--- src/rtl/sys_defs.sv ---
// Shared types for the load buffer: issue-FSM state encoding, the per-load
// entry record, and the doubleword-to-word select helper.
package sys_defs;

    // System-wide ROB tag width; the load_buffer ROB_TAG_W parameter must not exceed it.
    localparam int unsigned LbRobTagW = 4;

    typedef enum logic [1:0] {
        StIdle  = 2'd0,
        StWait  = 2'd1,
        StDrain = 2'd2
    } lb_state_t;

    typedef struct packed {
        logic [31:0]          addr;
        logic [LbRobTagW-1:0] rob_tag;
        logic [4:0]           dest;
    } lb_entry_t;

    // Memory returns an aligned doubleword; address bit 2 picks the upper word.
    function automatic logic [31:0] lb_word_sel(input logic sel_hi, input logic [63:0] data);
        return sel_hi ? data[63:32] : data[31:0];
    endfunction

endpackage

--- src/rtl/load_buffer.sv ---
// Load buffer: in-order circular queue of load addresses captured from the
// address unit, a three-state issue FSM allowing one outstanding memory read,
// and a single writeback register held until the CDB accepts it.
module load_buffer
    import sys_defs::*;
#(
    parameter int unsigned LB_SIZE   = 4,
    parameter int unsigned ROB_TAG_W = 4
) (
    input  logic                 clock,
    input  logic                 reset,
    input  logic                 flush,
    input  logic                 alloc_valid,
    input  logic [31:0]          alloc_addr,
    input  logic [ROB_TAG_W-1:0] alloc_rob_tag,
    input  logic [4:0]           alloc_dest,
    input  logic                 exec_stall,
    input  logic                 mem_resp,
    input  logic [63:0]          mem_data,
    input  logic                 wr_written,
    output logic                 lb_full,
    output logic                 lb_read_mem,
    output logic [31:0]          mem_addr,
    output logic                 wr_valid,
    output logic [31:0]          wr_data,
    output logic [ROB_TAG_W-1:0] wr_rob_tag,
    output logic [4:0]           wr_dest
);

    localparam int unsigned PtrW = (LB_SIZE > 1) ? $clog2(LB_SIZE) : 1;
    localparam int unsigned CntW = PtrW + 1;
    localparam logic [CntW-1:0] FullCnt = CntW'(LB_SIZE);

    // Queue storage and bookkeeping
    lb_entry_t        r_entries [LB_SIZE];
    logic [PtrW-1:0]  r_head;
    logic [PtrW-1:0]  r_tail;
    logic [CntW-1:0]  r_count;

    // Issue FSM
    lb_state_t        r_state;
    lb_state_t        w_state_next;

    // Writeback register
    logic                 r_wr_valid;
    logic [31:0]          r_wr_data;
    logic [ROB_TAG_W-1:0] r_wr_rob_tag;
    logic [4:0]           r_wr_dest;

    // Decoded per-cycle events
    lb_entry_t w_head_entry;
    logic      w_empty;
    logic      w_issue;
    logic      w_alloc;
    logic      w_pop;
    logic      w_in_flight;

    assign w_head_entry = r_entries[r_head];
    assign w_empty      = (r_count == '0);
    assign lb_full      = (r_count == FullCnt);

    // A full buffer refuses allocation even when the head retires this cycle.
    assign w_alloc = alloc_valid & ~lb_full & ~flush;

    // Head retires only when its response lands in WAIT and no flush squashes it.
    assign w_pop = (r_state == StWait) & mem_resp & ~flush;

    // A read is (or is about to be) in flight, so a flush must drain its response.
    assign w_in_flight = (r_state == StWait) | (r_state == StDrain) | w_issue;

    assign wr_valid   = r_wr_valid;
    assign wr_data    = r_wr_data;
    assign wr_rob_tag = r_wr_rob_tag;
    assign wr_dest    = r_wr_dest;

    // FSM state register
    always_ff @(posedge clock) begin
        if (reset) begin
            r_state <= StIdle;
        end else begin
            r_state <= w_state_next;
        end
    end

    // FSM next-state logic; flush overrides normal transitions
    always_comb begin
        w_state_next = r_state;
        unique case (r_state)
            StIdle: begin
                if (w_issue) begin
                    w_state_next = StWait;
                end
            end
            StWait: begin
                if (mem_resp) begin
                    w_state_next = StIdle;
                end
            end
            StDrain: begin
                if (mem_resp) begin
                    w_state_next = StIdle;
                end
            end
            default: w_state_next = StIdle;
        endcase
        if (flush) begin
            // A same-cycle response retires the outstanding read, so nothing is left to drain.
            w_state_next = (w_in_flight && !mem_resp) ? StDrain : StIdle;
        end
    end

    // FSM outputs: single-cycle read request for the head entry from IDLE
    always_comb begin
        w_issue     = (r_state == StIdle) && !w_empty && !exec_stall;
        lb_read_mem = w_issue;
        mem_addr    = w_head_entry.addr;
    end

    // Circular queue: allocate at tail, retire at head, flush empties everything
    always_ff @(posedge clock) begin
        if (reset || flush) begin
            r_head  <= '0;
            r_tail  <= '0;
            r_count <= '0;
            for (int unsigned i = 0; i < LB_SIZE; i++) begin
                r_entries[i] <= '0;
            end
        end else begin
            if (w_alloc) begin
                r_entries[r_tail] <= '{
                    addr:    alloc_addr,
                    rob_tag: LbRobTagW'(alloc_rob_tag),
                    dest:    alloc_dest
                };
                r_tail <= r_tail + PtrW'(1);
            end
            if (w_pop) begin
                r_head <= r_head + PtrW'(1);
            end
            unique case ({w_alloc, w_pop})
                2'b10:   r_count <= r_count + CntW'(1);
                2'b01:   r_count <= r_count - CntW'(1);
                default: r_count <= r_count;
            endcase
        end
    end

    // Writeback register: load on retire, hold until the CDB accepts it
    always_ff @(posedge clock) begin
        if (reset) begin
            r_wr_valid   <= 1'b0;
            r_wr_data    <= '0;
            r_wr_rob_tag <= '0;
            r_wr_dest    <= '0;
        end else if (flush) begin
            r_wr_valid <= 1'b0;
        end else if (w_pop) begin
            r_wr_valid   <= 1'b1;
            r_wr_data    <= lb_word_sel(w_head_entry.addr[2], mem_data);
            r_wr_rob_tag <= ROB_TAG_W'(w_head_entry.rob_tag);
            r_wr_dest    <= w_head_entry.dest;
        end else if (wr_written) begin
            r_wr_valid <= 1'b0;
        end
    end

endmodule

--- config.mk ---
export PLATFORM = sky130hd
export DESIGN_NAME = load_buffer
export DESIGN_NICKNAME = d
export VERILOG_FILES = /design/src/rtl/sys_defs.sv /design/src/rtl/load_buffer.sv
export SDC_FILE = /design/constraint.sdc
export NUM_CORES = 1
export LEC_CHECK = 0
export ABC_AREA = 0
export CAP_MARGIN = 40
export CORE_MARGIN = 2
export CORE_UTILIZATION = 45
export CTS_CLUSTER_SIZE = 14
export DETAILED_ROUTE_END_ITERATION = 6
export PLACE_DENSITY_LB_ADDON = 0.12
export SYNTH_ARGS = -nofsm -noshare
export SYNTH_HDL_FRONTEND = slang
export SYNTH_SLANG_ARGS = --single-unit
--- constraint.sdc ---
create_clock -name clock -period 5.1 [get_ports clock]
set_input_delay 1.02 -clock clock [delete_from_list [all_inputs] [get_ports clock]]
set_output_delay 1.02 -clock clock [all_outputs]
set_load 0.03 [all_outputs]
==> flow_summary.json, run 1 <==
{
  "status": "completed",
  "holdWs_ns": 0.4557,
  "initial_utilization_pct": 45.98,
  "hold_viol": 0,
  "synth_fp_nets": 805,
  "drt_iter0_drc": 268,
  "cts_buffer_depth": 3,
  "synthDistinctLibCells": 38,
  "yosys_warnings": 0,
  "numCtsBuffers": 23,
  "fin_tns_setup_ns": 0,
  "viasPerCell": 5.112,
  "area_delta_synth_final_pct": 27.20,
  "dpl_cell_area_sq_um": 11580,
  "insertion_delay_ns": 0.50,
  "port_buffers": 187,
  "endpoint_kind": "primary output",
  "synthMuxAreaShare_pct": 12.91,
  "synth_edf_count": 164,
  "fmax_mhz": 258.6,
  "cp_num_buf_inv": 2,
  "cts_resized": 0,
  "rsz0062_at_grt": "false",
  "path_max_fanout": 21,
  "vdd_drop_max_uv": 212.2,
  "setup_viol": 0,
  "antenna_found_initial": 1,
  "synth_compound_area_share_pct": 3.935,
  "final.period_utilization_pct": 75.84,
  "finalWeightedCongestion": 0.7305,
  "clk_pin_slew_ns": 0.06,
  "antenna_left": 0,
  "synthArstFlopShare_pct": 0,
  "hold_buffers": 0,
  "synth-seq-area-share_pct": 61.93,
  "rows": 53,
  "post_cts_buffers": 0,
  "slew_headroom_pct": 42.74,
  "cpMaxStageDelayCell": "dfxtp_4",
  "max_slew.worst_pin.slew_ns": 0.8525,
  "grt_max_degree": 75,
  "antenna_cells": 0,
  "p_leak_uw": 0.004404,
  "cts.sinks": 217,
  "critPathKind": "flip-flop to primary output",
  "num_vias": 5761,
  "synthesis.area_sq_um": 9666,
  "route.detailed.drc": 0,
  "wl_per_cell_um": 19.15,
  "first_pass_iters": 5,
  "core_area_sq_um": 21020,
  "drive_above_1_share_pct": 11.15,
  "grt_overflow_total": 0,
  "htree_levels": 1,
  "synthCells": 689,
  "grt_usage_pct": 19.08,
  "path_cells": "buf_4, mux4_2, clkdlybuf4s50_1",
  "syn_area_per_cell_sq_um": 14.03,
  "dp_hpwl_mm": 13.90,
  "cp.arrival_ns": 2.85,
  "p_per_area_nw_per_um2": 320.0,
  "fin_area_sq_um": 12290,
  "drv_cap": 0,
  "synth-xor-area-share_pct": 0.2718,
  "period_needed_ns": 3.868,
  "grt_pass1_vias": 6108,
  "yosys.area_share.simple_pct": 14.77,
  "die_h_um": 150.6,
  "routed_wl_mm": 21.58,
  "synthAdderAreaFrac_pct": 0.5955,
  "required_ns": 4.08,
  "grt_pass1_wl_mm": 33.12,
  "die_x_um": 150.6,
  "io-pin-count": 188,
  "final_core_util_pct": 58.48,
  "cts_tree": "yes",
  "fill_cells": 1644,
  "final_max_slew_viol_count": 0,
  "dieArea_sq_um": 22670,
  "hold_class": "flip-flop to flip-flop",
  "finClkSkew_ns": 0.01087,
  "cp_slowest_stage_delay_ns": 0.64,
  "synth_top_flop_cell": "edfxtp_1",
  "synth_seq_cells": 217,
  "crit_family": "buffers and inverters",
  "synth_top_family_by_area": "simple AND/OR/NAND/NOR gates",
  "cp-start-kind": "flip-flop",
  "nets": 954,
  "cts_root_buf": "clkbuf_16"
}
## metrics by stage
step,total power (uW),cells,setup WS (ns)
after global placement,2348,1085,1.532
after floorplan,2203,689,0.3061
final,3934,1127,1.232
after global routing,4074,1127,1.069
after CTS,3976,1127,1.128
after detailed placement,2361,1088,1.479
## final cells by class
cell class | count | area (sq um) | share of cell area, %
Timing Repair Buffer | 202 | 2034 | 16.55
Clock inverter | 9 | 115.1 | 0.9363
Multi-Input combinational cell | 383 | 3167 | 25.76
Tap cell | 275 | 344.1 | 2.799
Inverter | 11 | 41.29 | 0.3358
Sequential cell | 217 | 5991 | 48.73
Clock buffer | 30 | 601.8 | 4.895
## kinds of logic after synthesis
logic type	count (synthesis)
AO/OA/AOI/OAI	57
XOR/XNOR	3
adder cells (fa/ha/maj)	4
buffers and inverters	89
flip-flops	217
multiplexers	73
AND/OR/NAND/NOR	246
## cells in the mapped netlist (all sizes together) (2+ instances only)
cell    count  share of area, %
edfxtp    164                51
nand2      20              0.78
dfxtp      53                11
a211oi     32               2.5
o31ai       2              0.16
nand3       3              0.16
clkbuf     31               1.3
and2      165                11
ha          3              0.39
nor4        2              0.44
mux4       41               9.6
inv        11              0.43
mux2i      32               3.3
a21oi      17              0.88
buf        47               3.9
nor2       39               1.5
or3         6              0.39
xor2        2              0.18
nand2b      5              0.32
o21ai       3              0.16
## flip-flops by register name, summed over array words and instances (netlist names), named ones only
register and cells:
r_entries 164, wr_data 32, wr_dest 5, wr_rob_tag 4, r_count 3, r_head 2, r_state 2, r_tail 2
wr_valid 1
## final timing paths
path | cells after the start | slack [ns] | startpoint | to
max reg2reg | 9 | 2.52 | r_count[2] | r_count[2]
min | 2 | 0.46 | wr_dest[2] | wr_dest[2]
min reg2reg | 2 | 0.46 | wr_dest[2] | wr_dest[2]
max | 3 | 1.23 | flip-flop | mem_addr[27]
## power by group
part           total, uW  internal [uW]  switching, uW
combinational        327            169            159
clock               1610            976            639
sequential          1990           1970           20.1
total               3930           3120            818
## cell usage in the layout, fill, tap and decap left out, types with 3 or more instances in the layout
master and instances:
o21ai_0 3, or3_1 6, nor2_1 39, and2_1 165, mux2i_1 32, clkdlybuf4s50_1 187, clkbuf_1 7, nand3_1 3
clkinv_1 4, inv_1 9, dfxtp_1 51, buf_12 4, nand2_1 19, buf_4 11, a211oi_1 32, bufinv_16 3
nand2b_1 4, mux4_2 40, a21oi_1 17, clkbuf_16 23, ha_1 3, edfxtp_1 164
## layer usage
layer | GRT usage (%) | vias up | share of wire (%)
li1 | - | 2756 | -
met3 | 4.121 | 28 | 8.5
met2 | 33.70 | 208 | 48
met5 | 0 | - | 0.060
met4 | 4.245 | 2 | 1.3
met1 | 24.11 | 2767 | 42
## worst min-delay path, stage by stage, from the launching register on
cell,delay (ns)
dfxtp_1,0.30
nand2_1,0.05
a21oi_1,0.05
Power figures use the tool's default switching activity.
==> run 2, diff against run 1 <==
- clock period: 5.1 -> 3.7 ns (I/O delays scaled with it)
==> run 2 against run 1 <==
Utilization grew 0.38 points. Wire length is 1.8% higher. Hold slack better by 0.0022 ns. Sequential share of layout area fell by 0.31 points. Combinational power rose by 38%. Cell area is 0.64% higher. Setup slack lost 0.87 ns. Highest routed layer is now met4. First-iteration DRC count decreased by 21%. Non-clock buffer count is 4 higher. Clock power grew 44%. Sequential power rose by 38%. Power rose by 40%.
==> flow_summary.json, run 2 (synthesized netlist as in run 1, its figures left out) <==
{
  "status": "completed",
  "cts_resized": 0,
  "hold_buffers": 0,
  "post_cts_buffers": 0,
  "cp.arrival_ns": 2.59,
  "dieArea_sq_um": 22670,
  "numCtsBuffers": 24,
  "rows": 53,
  "die_h_um": 150.6,
  "regMostFlops": "r_entries",
  "regArea_sq_um": 5991,
  "fill_cells": 1649,
  "grt_pass1_wl_mm": 33.55,
  "period_needed_ns": 3.333,
  "use_met1_pct": 24.03,
  "final_common_cell": "clkdlybuf4s50_1",
  "grt_pass1_vias": 6238,
  "grt_busiest_layer": "met2",
  "nets": 959,
  "cts_buffer_depth": 3,
  "total_power_uw": 5511,
  "antenna_left": 0,
  "largest_register_ffs": 164,
  "area_delta_synth_final_pct": 28.01,
  "setup_slack_ns": 0.3670,
  "required_ns": 2.96,
  "critPathKind": "flip-flop to primary output",
  "grt_usage_pct": 19.42,
  "p_leak_uw": 0.004457,
  "initial_utilization_pct": 45.98,
  "routed_wl_mm": 21.98,
  "hold_viol": 0,
  "cts_tree": "yes",
  "grt_max_degree": 75,
  "setup_viol": 0,
  "final_cell_mix": "187 x clkdlybuf4s50_1, 165 x and2_1, 164 x edfxtp_1",
  "io-pin-count": 188,
  "groute.layer.met3.usage_pct": 4.818,
  "antenna_found_initial": 1,
  "dpl_cell_area_sq_um": 11590,
  "cp-start-kind": "flip-flop",
  "endpoint_kind": "primary output",
  "slew_headroom_pct": 54.85,
  "rsz0062_at_grt": "false",
  "core_area_sq_um": 21020,
  "wl_per_cell_um": 19.38,
  "finClkSkew_ns": 0.007836,
  "die_x_um": 150.6,
  "vdd_drop_max_uv": 310.7,
  "max_slew.worst_pin.slew_ns": 0.6773,
  "drv_cap": 0,
  "htree_levels": 1,
  "port_buffers": 187,
  "cts.sinks": 217,
  "multi_input_area_sq_um": 3166,
  "insertion_delay_ns": 0.50,
  "fin_tns_setup_ns": 0,
  "first_pass_iters": 4,
  "path_max_fanout": 22,
  "cts_root_buf": "clkbuf_16",
  "route.detailed.drc": 0,
  "drt_iter0_drc": 212,
  "fin_area_sq_um": 12370,
  "fmax_mhz": 300.0,
  "grt_overflow_total": 0,
  "drive_above_1_share_pct": 12.35,
  "dp_hpwl_mm": 13.56,
  "hold_class": "flip-flop to flip-flop",
  "viasPerCell": 5.152,
  "final.period_utilization_pct": 90.08,
  "finalWeightedCongestion": 0.6948,
  "use_met2_pct": 34.27,
  "pre_cts_ws_ns": 0.6594,
  "clk_pin_slew_ns": 0.06,
  "final_max_slew_viol_count": 0,
  "p_per_area_nw_per_um2": 445.4,
  "num_vias": 5842
}
==> run 2: cell count changes in the layout (fill, tap and decap cells not counted), sizes merged <==
| cell | before | now |
|---|---|---|
| buf | 15 | 19 |
| clkbuf | 30 | 33 |
| bufinv | 3 | 1 |
| clkinv | 6 | 7 |
| diode | 0 | 1 |
==> run 2: final timing paths <==
check / from / endpoint / slack (ns) / cells past startpoint
max: flip-flop / mem_addr[15] / 0.37 / 3
min reg2reg: wr_rob_tag[1] / wr_rob_tag[1] / 0.46 / 2
max reg2reg: r_count[2] / r_count[2] / 1.18 / 9
min: wr_rob_tag[1] / wr_rob_tag[1] / 0.46 / 2
==> run 2: critical path, stage by stage (launching register included) <==
cell and delay [ns]:
dfxtp_4 0.66, buf_4 0.28, mux4_2 0.53, clkdlybuf4s50_1 0.61
==> run 2: cell type report <==
type	count	area share [%]
Timing Repair Buffer	206	16.58
Tap cell	275	2.781
Clock inverter	8	0.4955
Inverter	11	0.3337
Clock buffer	33	5.784
Sequential cell	217	48.42
Multi-Input combinational cell	383	25.58
Antenna cell	1	0.02022
==> run 2: metrics by stage <==
| step | hold slack, ns | utilization [%] | std cells |
|---|---|---|---|
| final | 0.4578 | 58.86 | 1134 |
| after global routing | 0.4839 | 58.85 | 1133 |
| after CTS | 0.4609 | 58.85 | 1133 |
| after detailed placement | 0.4531 | 55.15 | 1092 |
| after global placement | 0.4469 | 55.15 | 1092 |
| after floorplan | 0.4597 | - | 689 |
==> run 2: where the power goes <==
group / leakage, uW / switching (uW) / internal (uW)
clock: 0.000388 / 910 / 1410
combinational: 0.00181 / 220 / 230
sequential: 0.00226 / 26.2 / 2720
==> run 2: per-layer routing <==
layer	share of wire [%]	vias up
met2	49	217
met3	9.5	19
met1	40	2842
li1	-	2764
met4	1.2	0
met5	0	-
